===== config.mk =====
export PLATFORM = sky130hd
export DESIGN_NAME = conv_acc_seq
export DESIGN_NICKNAME = d
export VERILOG_FILES = /design/src/rtl/conv_acc_seq.sv
export SDC_FILE = /design/constraint.sdc
export NUM_CORES = 1
export LEC_CHECK = 0
export BUFFER_PORTS_ARGS = -buffer_cell sky130_fd_sc_hd__buf_2
export CAP_MARGIN = 20
export CELL_PAD_IN_SITES_DETAIL_PLACEMENT = 1
export CELL_PAD_IN_SITES_GLOBAL_PLACEMENT = 1
export CORE_MARGIN = 5
export CORE_UTILIZATION = 40
export DETAILED_ROUTE_END_ITERATION = 8
export PLACE_DENSITY_LB_ADDON = 0.3
export SYNTH_ARGS = -nofsm -noshare
export SYNTH_HDL_FRONTEND = slang
export SYNTH_SLANG_ARGS = --single-unit

===== constraint.sdc =====
create_clock -name clk -period 2.6 [get_ports clk]
set_input_delay 0.26 -clock clk [delete_from_list [all_inputs] [get_ports clk]]
set_output_delay 0.26 -clock clk [all_outputs]
set_load 0.005 [all_outputs]

===== src/rtl/conv_acc_seq.sv =====
// conv_acc_seq: sequences KN kernel-position passes per output tile for the
// accumulator. It issues one acc_start per pass, counts the write beats that
// come back, and advances the kernel/tile indices until the job is done.
module conv_acc_seq #(
  parameter int AW = 11,
  parameter int KN = 9,
  parameter int TW = 8
) (
  input  logic          clk,
  input  logic          rst_n,
  input  logic          cfg_start,
  input  logic [AW-1:0] cfg_base,
  input  logic [10:0]   cfg_size,
  input  logic [TW-1:0] cfg_tiles,
  input  logic          abort,
  input  logic          acc_m_valid,
  input  logic          acc_s_valid,
  output logic          acc_start,
  output logic [AW-1:0] acc_base2,
  output logic [10:0]   acc_size,
  output logic          acc_first_k,
  output logic          acc_last_k,
  output logic [3:0]    k_idx,
  output logic [TW-1:0] tile_idx,
  output logic          busy,
  output logic          done,
  output logic          err
);

  typedef enum logic [1:0] {S_IDLE, S_ISSUE, S_WAIT, S_DONE} state_t;

  localparam logic [3:0] K_LAST = 4'(KN - 1);

  state_t        state_q, state_d;
  logic [10:0]   size_q, size_d;
  logic [TW-1:0] tiles_q, tiles_d;
  logic [AW-1:0] tbase_q, tbase_d;   // base address of the current tile
  logic [10:0]   cnt_q, cnt_d;       // beats seen in the current pass
  logic [3:0]    k_q, k_d;
  logic [TW-1:0] tile_q, tile_d;
  logic          start_q, start_d;
  logic [AW-1:0] base2_q, base2_d;
  logic [10:0]   asize_q, asize_d;
  logic          first_q, first_d;
  logic          last_q, last_d;
  logic          busy_q, busy_d;
  logic          done_q, done_d;
  logic          err_q, err_d;

  logic          beat;
  logic          err_set;
  logic [10:0]   cnt_inc;

  assign beat    = acc_m_valid | acc_s_valid;
  assign cnt_inc = cnt_q + 11'd1;

  // A beat outside a job, a beat of the wrong kind for the kernel position,
  // or both beat kinds at once are all protocol errors.
  assign err_set = ((state_q == S_IDLE) && beat) ||
                   ((state_q != S_IDLE) && ((acc_s_valid && !last_q) || (acc_m_valid && last_q))) ||
                   (acc_m_valid && acc_s_valid);

  // Next-state and registered-output computation.
  always_comb begin
    state_d = state_q;
    size_d  = size_q;
    tiles_d = tiles_q;
    tbase_d = tbase_q;
    cnt_d   = cnt_q;
    k_d     = k_q;
    tile_d  = tile_q;
    base2_d = base2_q;
    asize_d = asize_q;
    first_d = first_q;
    last_d  = last_q;
    done_d  = 1'b0;
    err_d   = err_q | err_set;

    unique case (state_q)
      S_IDLE: begin
        if (cfg_start) begin
          size_d  = cfg_size;
          tiles_d = cfg_tiles;
          tbase_d = cfg_base;
          cnt_d   = '0;
          k_d     = '0;
          tile_d  = '0;
          err_d   = 1'b0;
          state_d = (cfg_size == 11'd0 || cfg_tiles == '0) ? S_DONE : S_ISSUE;
        end
      end
      S_ISSUE: state_d = S_WAIT;
      S_WAIT: begin
        if (beat) begin
          if (cnt_inc == size_q) begin
            cnt_d = '0;
            if (k_q != K_LAST) begin
              k_d     = k_q + 4'd1;
              state_d = S_ISSUE;
            end else if (tile_q != tiles_q - TW'(1)) begin
              k_d     = '0;
              tile_d  = tile_q + TW'(1);
              tbase_d = tbase_q + AW'(size_q);
              state_d = S_ISSUE;
            end else begin
              state_d = S_DONE;
            end
          end else begin
            cnt_d = cnt_inc;
          end
        end
      end
      S_DONE: begin
        state_d = S_IDLE;
        done_d  = 1'b1;
      end
      default: state_d = S_IDLE;
    endcase

    // Cancel wins over everything else, including a pass end this cycle.
    if (abort && state_q != S_IDLE) begin
      state_d = S_IDLE;
      cnt_d   = '0;
      k_d     = '0;
      tile_d  = '0;
      done_d  = 1'b0;
    end

    // Pass descriptors only change as a pass is launched, so they hold
    // steady for the whole ISSUE/WAIT window.
    start_d = (state_d == S_ISSUE);
    if (state_d == S_ISSUE) begin
      base2_d = tbase_d;
      asize_d = size_d;
      first_d = (k_d == 4'd0);
      last_d  = (k_d == K_LAST);
    end
    busy_d = (state_d != S_IDLE);
  end

  // State and output registers.
  always_ff @(posedge clk or negedge rst_n) begin
    if (!rst_n) begin
      state_q <= S_IDLE;
      size_q  <= '0;
      tiles_q <= '0;
      tbase_q <= '0;
      cnt_q   <= '0;
      k_q     <= '0;
      tile_q  <= '0;
      start_q <= 1'b0;
      base2_q <= '0;
      asize_q <= '0;
      first_q <= 1'b0;
      last_q  <= 1'b0;
      busy_q  <= 1'b0;
      done_q  <= 1'b0;
      err_q   <= 1'b0;
    end else begin
      state_q <= state_d;
      size_q  <= size_d;
      tiles_q <= tiles_d;
      tbase_q <= tbase_d;
      cnt_q   <= cnt_d;
      k_q     <= k_d;
      tile_q  <= tile_d;
      start_q <= start_d;
      base2_q <= base2_d;
      asize_q <= asize_d;
      first_q <= first_d;
      last_q  <= last_d;
      busy_q  <= busy_d;
      done_q  <= done_d;
      err_q   <= err_d;
    end
  end

  assign acc_start   = start_q;
  assign acc_base2   = base2_q;
  assign acc_size    = asize_q;
  assign acc_first_k = first_q;
  assign acc_last_k  = last_q;
  assign k_idx       = k_q;
  assign tile_idx    = tile_q;
  assign busy        = busy_q;
  assign done        = done_q;
  assign err         = err_q;

endmodule


# Word level (Yosys, flattened, before mapping)
# Cells that the tools add are included.
# totals
wordCells	95
in_bits	36
ff_bits	83
out_inout_bits	40
# classes
reduce_logical	21
bitwise	2
n_mux	39
n_addsub	5
n_eq_ne	13
# ops
cell	count
$mux 11	11
$mux 8	6
$pmux 11 s2	2
$mux 4	6
$pmux 8 s2	1
$mux 2	7
$ne 3x3->1 const B	4
$add 11x1->11 const B	1
$add 11x11->11	1
$eq 11x11->1	1
$logic_not 11->1	1
$add 8x1->8 const B	1
$logic_not 8->1	1
$ne 8x8->1	1
$pmux 2 s4	1
$pmux 4 s2	1
$sub 8x1->8 const B	1
$logic_and 1x1->1	6
$reduce_and 6->1	1
$add 4x1->4 const B	1
$eq 2x1->1 const B	2
$eq 2x2->1 const B	2
$eq 4x4->1 const B	1
$logic_not 4->1	1
other kinds (11)	19

# Depth between registers and ports, before layout
# Gate-level depths: netlist (run 1).
# depth
ltp_word	9
mapped_depth	13
depth_no_buf	11

# Least setup slack after synthesis (run 1)
# Ideal clock, no wire load.
# synth_path
path_type	reg2reg
start	register cnt_q[0]
end	register base2_q[1], in the netlist acc_base2[1]
slack_ns	-0.272
t_arrival_ns	2.747
stages_incl_launch_ff	13
synth_period_minus_slack_ns	2.872
setup_time_ns	0.125
path_buffers	2
t_required_ns	2.475
cell_sequence	dfrtp_1 > ha_1 > nand4_1 > or3_1 > xnor2_2 > nor3_2 > o2111a_1 > buf_4 > nand2_2 > buf_6 > a221oi_1 > o21ai_1 > mux2_4
# synth_between
elab_cells_between_ends	10
classes_between	add/sub: 1; eq/ne: 2; mux: 7
# synth_rtl
element	line_no	text
start: declaration	38	logic [10:0] cnt_q, cnt_d;
start signal: assignment	164	cnt_q <= cnt_d;
$add 11x1->11	55	assign cnt_inc = cnt_q + 11'd1;
$eq 11x11->1	95	if (cnt_inc == size_q) begin
$mux 11	95	
$mux 11	94	if (beat) begin
$pmux 11 s2	79	unique case (state_q)
via tbase_d[1]	37	logic [AW-1:0] tbase_q, tbase_d;
end signal: assignment	168	base2_q <= base2_d;
end: declaration	42	logic [AW-1:0] base2_q, base2_d;
# The timed path passes the listed nets, and every way through them passes these cells.
# A chain may end at the register's enable or synchronous reset.

# Worst setup path in the final report (run 1)
# layout_path
start	register cnt_q[1]
end	register base2_q[3], in the netlist acc_base2[3]
# Same word-level chain as after synthesis.

==> run summary, run 1 <==
Peak VDD IR: 0.000668 V
Nature of the critical path startpoint: flip-flop
TritonCTS buffer count: 9
Clk Latency, worst-skew pair: 350 ps
Final Cycle Share: 1.23
Count of final setup violators: 57
GR Util All Layers: 0.268
WP data arrival: 3450 ps
TritonRoute pass-1 iters: 5
GRT overflow: 0
Clock Path Buffers: 2
Synth Cell Area: 4950 um2
Die X: 121 um
DR vias/cell: 6.26
R2R Path Start: cnt_q[1]
Critical path fanouts, max: 8
#FFs+latches synth: 83
Drt wl/cell: 27.1 um
Top FF cell, synth: dfrtp_1
Hold Startpoint: cfg_tiles[3]
RSZ-0062 raised after global routing: true
Worst Clk Skew: 11.1 ps
H-tree Lvls: 3
Routed via count: 5329
ANT cells: 0
Fin area: 7360 um2
Die area: 14700 um2
Post-route DRC: 0
Core Util, Final: 0.610
Pin count of the biggest net entering global routing: 44
Starting DRT DRC Count: 508
Number of nets in the layout: 730
Slew Limit Headroom: 0.539
Post-Synthesis Mean Instance Area: 9.97 um2
Flop2flop setup slack: -610 ps
Die Height: 121 um
Slew Limit Fails: 0
CP dominant cell by count: buf_4
Syn Inst Count: 497
Worst hold endpoint: tiles_q[3]
Hold Vio Cnt, Final: 0
Pwr Density: 861 nW/um2
HPWL Detailed: 11.8 mm
Max Clk Rate: 312 MHz
Clk sinks: 83
Detailed Route WL: 23.1 mm
Warnings from Yosys: 0
Seq/Total Area, Yosys: 0.419
Leading cell type in the layout, fill and taps excluded: buf_4
Initial antenna violation count: 0
Crit. End Element: flip-flop
Fraction of layout instances using a drive strength above 1: 0.499
Setup slack after layout: -608 ps
Critical path's slowest cell: dfrtp_1
R2R cell count: 12
Clock transition at path regs: 70 ps
Initial core utilization: 0.411
Cell variety after synth: 72
Num ports: 76
Area grow syn2layout: 48.6%
TritonCTS clock tree: built
Place WS: -412 ps
Hold Crit Class: in -> reg
Minimum clock period: 3210 ps
Via count of the first global-routing pass: 5429
CP Cell Sequence: buf_4 > and3_4 > xnor2_1 > nand4b_1 > nor3_4 > o2111a_2 > buf_4 > nand2_4 > buf_4 > a221oi_4 > o21ai_2 > mux2_4
Most frequent cells in the layout: 95 x buf_4, 83 x dfrtp_1, 74 x buf_2
FFs w/ async S/R, synth: 1.00
Mapped Nets: 549
Reg2reg end: acc_base2[3]
Worst path required time: 2840 ps
Slew @ Worst Pin: 684 ps
Max_cap viols: 0
Hold Path Stages: 3
First-pass GRT wire length: 30.5 mm
CTS root buffer: clkbuf_16
EDFF count, synth: 0
Post-DRT Antenna Nets: 0
Rows: 40
Core Region: 12100 um2
Worst path max stage delay: 470 ps
Hold_ws: 156 ps
Failing checks: setup timing
Leak: 3.33 nW
Gp weighted congestion: 0.836
Port Buf Inserts: 75
Crit path kind: reg -> reg
Placed cell areas: 6110 um2
Outcome: complete, but fails checks
## through the flow
step	instances	power [mW]	TNS, ps
2_1_floorplan	497	3.23	-3180
3_3_place_gp	796	4.02	-7060
3_5_place_dp	796	4.15	-12150
4_1_cts	834	5.74	-7210
5_1_grt	851	6.55	-21790
6_report	851	6.34	-19570
## logic make-up after synthesis
kind of cell	after synthesis	synth area share
multiplexers	38	0.0927
flip-flops	83	0.419
XOR/XNOR	36	0.0652
buffers and inverters	40	0.0374
AO/OA/AOI/OAI	125	0.169
AND/OR/NAND/NOR	159	0.175
adder cells (fa/ha/maj)	16	0.0419
## report_power, final
| part | internal, mW | switching [mW] |
|---|---|---|
| registers | 1.63 | 0.380 |
| logic | 1.38 | 1.61 |
| clock network | 0.767 | 0.573 |
| total | 3.78 | 2.56 |
## flip-flops by register name (all words and copies together), names as in the netlist
register / flops
acc_base2: 11
acc_first_k: 1
acc_last_k: 1
acc_size: 11
acc_start: 1
busy: 1
cnt_q: 11
done: 1
err: 1
k_idx: 4
size_q: 11
state_q: 2
tbase_q: 11
tile_idx: 8
tiles_q: 8
## per-layer routing
layer / vias to the layer above / track usage / share of wire
li1: 2177 / - / -
met3: 122 / 0.0611 / 0.062
met5: - / 0 / 0
met2: 311 / 0.456 / 0.49
met1: 2719 / 0.321 / 0.38
met4: 0 / 0.121 / 0.062
## what timing repair did
action,in CTS,in global routing
endpoints found under the setup margin,56,58
hold buffers,1,0
gates cloned,1,1
resized for setup,86,58
hold endpoints to repair,42,0
setup buffers,22,19
pin swaps,49,29
## cells in the mapped netlist (2+ instances only)
cell        n  area share
a22oi_1     8       0.012
a21oi_1    26       0.026
a221oi_1    8       0.014
inv_1      15       0.011
nand2b_1    6      0.0076
nor4_1     10       0.013
buf_6       2      0.0045
a21o_1      5      0.0076
or2_2       8       0.010
o21ai_1     4      0.0040
o41ai_1     3      0.0053
nor2b_1     5      0.0063
a311oi_1    2      0.0035
o21ai_0    34       0.034
and3_1      2      0.0025
nand2_1    29       0.022
nand3b_1    2      0.0030
or3_1       2      0.0025
o21a_1      3      0.0045
o31ai_1     9       0.014
clkbuf_1   13      0.0099
xor2_1     13       0.023
nand4b_1    2      0.0035
nor2_1     35       0.027
mux2_4      9       0.027
nor3b_1     2      0.0030
xnor2_1    22       0.039
mux2_2     27       0.061
mux2i_1     2      0.0040
a31oi_1     4      0.0051
o21bai_1    3      0.0045
nor3_1     17       0.017
o31a_1      2      0.0035
nand3_1    11       0.011
o2111ai_1   2      0.0035
and2_1      4      0.0051
buf_2       3      0.0030
buf_4       4      0.0061
ha_1       15       0.038
dfrtp_1    83        0.42
o211ai_1    2      0.0030
nand4_1     9       0.011
## layout make-up
| type | count | area (um2) |
|---|---|---|
| fill | 1290 | 4700 |
| multi-input combinational | 375 | 3310 |
| clock inverter | 5 | 52.6 |
| clock buffer | 11 | 243 |
| tap | 168 | 210 |
| timing repair buffer | 193 | 1400 |
| inverter | 16 | 62.6 |
| sequential | 83 | 2080 |
## worst max-delay path, delay by kind of cell (launching register included)
family / cells / cell delay [ps]
AOI/OAI and AO/OA: 3 / 720
and+or+nand+nor: 4 / 880
buffers and inverters: 3 / 480
DFF: 1 / 470
muxes: 1 / 270
xor gates and xnor gates: 1 / 260
## how the worst max path moves through the flow
| stage | slack (ps) | startpoint | endpoint | cells after the start |
|---|---|---|---|---|
| final | -610 | cnt_q[1] | acc_base2[3] | 12 |
| after CTS | -300 | tiles_q[3] | acc_base2[5] | 12 |
| after detailed placement | -410 | tiles_q[0] | acc_base2[6] | 12 |
| after global routing | -610 | cnt_q[1] | acc_base2[3] | 12 |
| after global placement | -290 | tiles_q[1] | acc_base2[6] | 10 |
| after floorplan | -210 | cnt_q[0] | acc_base2[1] | 12 |
Note: power is estimated with default switching activity, not from simulation.
==> run 2: changes to the inputs <==
--- a/config.mk
+++ b/config.mk
@@ -10,7 +10,7 @@
 export CELL_PAD_IN_SITES_DETAIL_PLACEMENT = 1
 export CELL_PAD_IN_SITES_GLOBAL_PLACEMENT = 1
 export CORE_MARGIN = 5
-export CORE_UTILIZATION = 40
+export CORE_UTILIZATION = 44
 export DETAILED_ROUTE_END_ITERATION = 8
 export PLACE_DENSITY_LB_ADDON = 0.3
 export SYNTH_ARGS = -nofsm -noshare
==> constraint.sdc (replaced) <==
create_clock -name clk -period 3.03 [get_ports clk]
set_input_delay 0.303 -clock clk [delete_from_list [all_inputs] [get_ports clk]]
set_output_delay 0.303 -clock clk [all_outputs]
set_load 0.005 [all_outputs]
==> run 2 against run 1 <==
Effect of this change:
- the flow now finishes without violations
- cell area down 18%
- first-iteration DRC count decreased by 65%
- critical path depth decreased by 1
- setup slack improved by 670 ps
- die area down 8.4%
- largest cell class unchanged
- register-to-register slack improved by 670 ps
- maximum frequency grew 8.1%
- sequential cell count stayed put
==> run summary, run 2 (synthesized netlist as in run 1, its figures left out) <==
Hold Vio Cnt, Final: 0 (unchanged)
Hold Path Stages: 3 (unchanged)
Final Total Pwr: 4.53 mW (was 6.34 mW)
Clock transition at path regs: 70 ps (about the same)
Area grow syn2layout: 21.3% (was 48.6%)
Detailed Route WL: 14.6 mm (was 23.1 mm)
Fin area: 6010 um2 (was 7360 um2)
Worst Clk Skew: 6.75 ps (was 11.1 ps)
Leak: 2.68 nW (was 3.33 nW)
Via count of the first global-routing pass: 4594 (was 5429)
First-pass GRT wire length: 23.7 mm (was 30.5 mm)
Max Clk Rate: 337 MHz (was 312 MHz)
Hold Crit Class: in -> reg (unchanged)
Critical path's slowest cell: dfrtp_1 (unchanged)
CTS root buffer: clkbuf_16 (unchanged)
Count of final setup violators: 0 (was 57)
Port Buf Inserts: 75 (unchanged)
Slew Limit Fails: 0 (unchanged)
TNS Setup: 0 ps (was -19570 ps)
ANT cells: 0 (unchanged)
TritonCTS buffer count: 9 (unchanged)
R2R cell count: 11 (was 12)
Initial antenna violation count: 0 (unchanged)
Starting DRT DRC Count: 180 (was 508)
Pwr Density: 754 nW/um2 (was 861 nW/um2)
RSZ-0062 raised after global routing: true (unchanged)
TritonCTS clock tree: built (unchanged)
Hold Startpoint: cfg_tiles[1] (was cfg_tiles[3])
GRT overflow: 0 (unchanged)
Delay-heaviest family, CP: simple AND/OR/NAND/NOR gates (unchanged)
Clock Path Buffers: 2 (unchanged)
DR vias/cell: 5.77 (was 6.26)
Number of nets in the layout: 637 (was 730)
WP data arrival: 3200 ps (was 3450 ps)
Minimum clock period: 2970 ps (was 3210 ps)
Outcome: completed (was complete, but fails checks)
Max_cap viols: 0 (unchanged)
WP buf/inv: 2 (was 3)
Die area: 13500 um2 (was 14700 um2)
Rows: 38 (was 40)
Crit. End Element: flip-flop (unchanged)
Dpl cells: 710 (was 796)
H-tree Lvls: 3 (unchanged)
Gp weighted congestion: 0.833 (was 0.836)
Num ports: 76 (unchanged)
Slew Limit Headroom: 0.555 (was 0.539)
Critical path fanouts, max: 14 (was 8)
Placed cell areas: 5560 um2 (was 6110 um2)
Fin cells: 730 (was 851)
Die X: 116 um (was 121 um)
Slew @ Worst Pin: 665 ps (was 684 ps)
Core Region: 10900 um2 (was 12100 um2)
Routed via count: 4211 (was 5329)
Clk sinks: 83 (unchanged)
Flop2flop setup slack: 60 ps (was -610 ps)
Worst path max stage delay: 410 ps (was 470 ps)
Nature of the critical path startpoint: flip-flop (unchanged)
Drt wl/cell: 20.0 um (was 27.1 um)
Leading cell type in the layout, fill and taps excluded: dfrtp_1 (was buf_4)
Core Util, Final: 0.549 (was 0.610)
Reg2reg end: acc_size[4] (was acc_base2[3])
Initial core utilization: 0.453 (was 0.411)
Peak VDD IR: 0.000468 V (was 0.000668 V)
TritonRoute pass-1 iters: 4 (was 5)
HPWL Detailed: 10.7 mm (was 11.8 mm)
Worst path required time: 3260 ps (was 2840 ps)
Clk Latency, worst-skew pair: 350 ps (about the same)
Die Height: 116 um (was 121 um)
GR Util All Layers: 0.225 (was 0.268)
Crit path kind: reg -> reg (unchanged)
Final Cycle Share: 0.979 (was 1.23)
Worst hold endpoint: tiles_q[1] (was tiles_q[3])
Most frequent cells in the layout: 83 x dfrtp_1, 74 x buf_2, 35 x nor2_1 (was 95 x buf_4, 83 x dfrtp_1, 74 x buf_2)
R2R Path Start: tiles_q[1] (was cnt_q[1])
Post-DRT Antenna Nets: 0 (unchanged)
Post-route DRC: 0 (unchanged)
CP Cell Sequence: inv_1 > ha_4 > or3b_4 > nor4_2 > o2111ai_1 > a211oi_2 > nand2_1 > and3_4 > o21ai_4 > buf_12 > mux2_2 (was buf_4 > and3_4 > xnor2_1 > nand4b_1 > nor3_4 > o2111a_2 > buf_4 > nand2_4 > buf_4 > a221oi_4 > o21ai_2 > mux2_4)
Fraction of layout instances using a drive strength above 1: 0.329 (was 0.499)
Pin count of the biggest net entering global routing: 84 (was 44)
Crit path launch: tiles_q[1] (was cnt_q[1])
-- run 2: changes by cell type in the layout (fill, tap and decap cells not counted), moves of 5 or more --
| cell | before | now |
|---|---|---|
| buf_4 | 95 | 24 |
| buf_6 | 18 | 0 |
| o21ai_0 | 17 | 31 |
| o21ai_2 | 14 | 1 |
| mux2_2 | 15 | 27 |
| mux2_4 | 21 | 9 |
| a21oi_1 | 19 | 25 |
| or2_4 | 5 | 0 |
-- run 2: cell type report --
cell class | instances | area, um2
Tap cell | 140 | 175
Timing Repair Buffer | 101 | 601
Multi-Input combinational cell | 374 | 2790
Fill cell | 1257 | 4930
Clock buffer | 9 | 225
Clock inverter | 7 | 82.6
Inverter | 16 | 60.1
Sequential cell | 83 | 2080
-- run 2: power breakdown --
part / total, mW / internal, mW / switching (mW)
registers: 1.68 / 1.40 / 0.285
logic: 1.69 / 0.834 / 0.861
clock network: 1.15 / 0.652 / 0.502
-- run 2: worst max-delay path by stage --
| stage | to | depth (start not counted) |
|---|---|---|
| 2_1_floorplan | acc_base2[1] | 12 |
| 3_3_place_gp | acc_base2[4] | 11 |
| 3_5_place_dp | acc_base2[3] | 10 |
| 4_1_cts | acc_size[4] | 11 |
| 5_1_grt | acc_base2[10] | 12 |
| 6_report | acc_size[4] | 11 |
-- run 2: stage by stage --
stage	hold slack, ps	setup slack [ps]
detailed placement	473	-21.2
floorplan	7.41	158
finish	180	62.8
global route	189	-72.7
CTS	169	1.53
global placement	471	120
-- run 2: repair_timing --
action	4_1_cts	5_1_grt
setup endpoints to repair	2	27
gates resized for setup	5	18
endpoints found under the hold margin	0	40
pin swaps	2	3
hold buffers	0	1
cloned	0	0
setup buffers	1	1
-- run 2: metal layers --
layer	GRT usage	share of wire
met5	0	0
met4	0.0797	0.018
met3	0.0378	0.029
met2	0.373	0.50
met1	0.300	0.46
-- run 2: worst reg2reg max path, cell delays in order (launching register included) --
cell	delay, ps
dfrtp_1	410
inv_1	130
ha_4	150
or3b_4	400
nor4_2	260
o2111ai_1	150
a211oi_2	310
nand2_1	140
and3_4	220
o21ai_4	160
buf_12	180
mux2_2	350
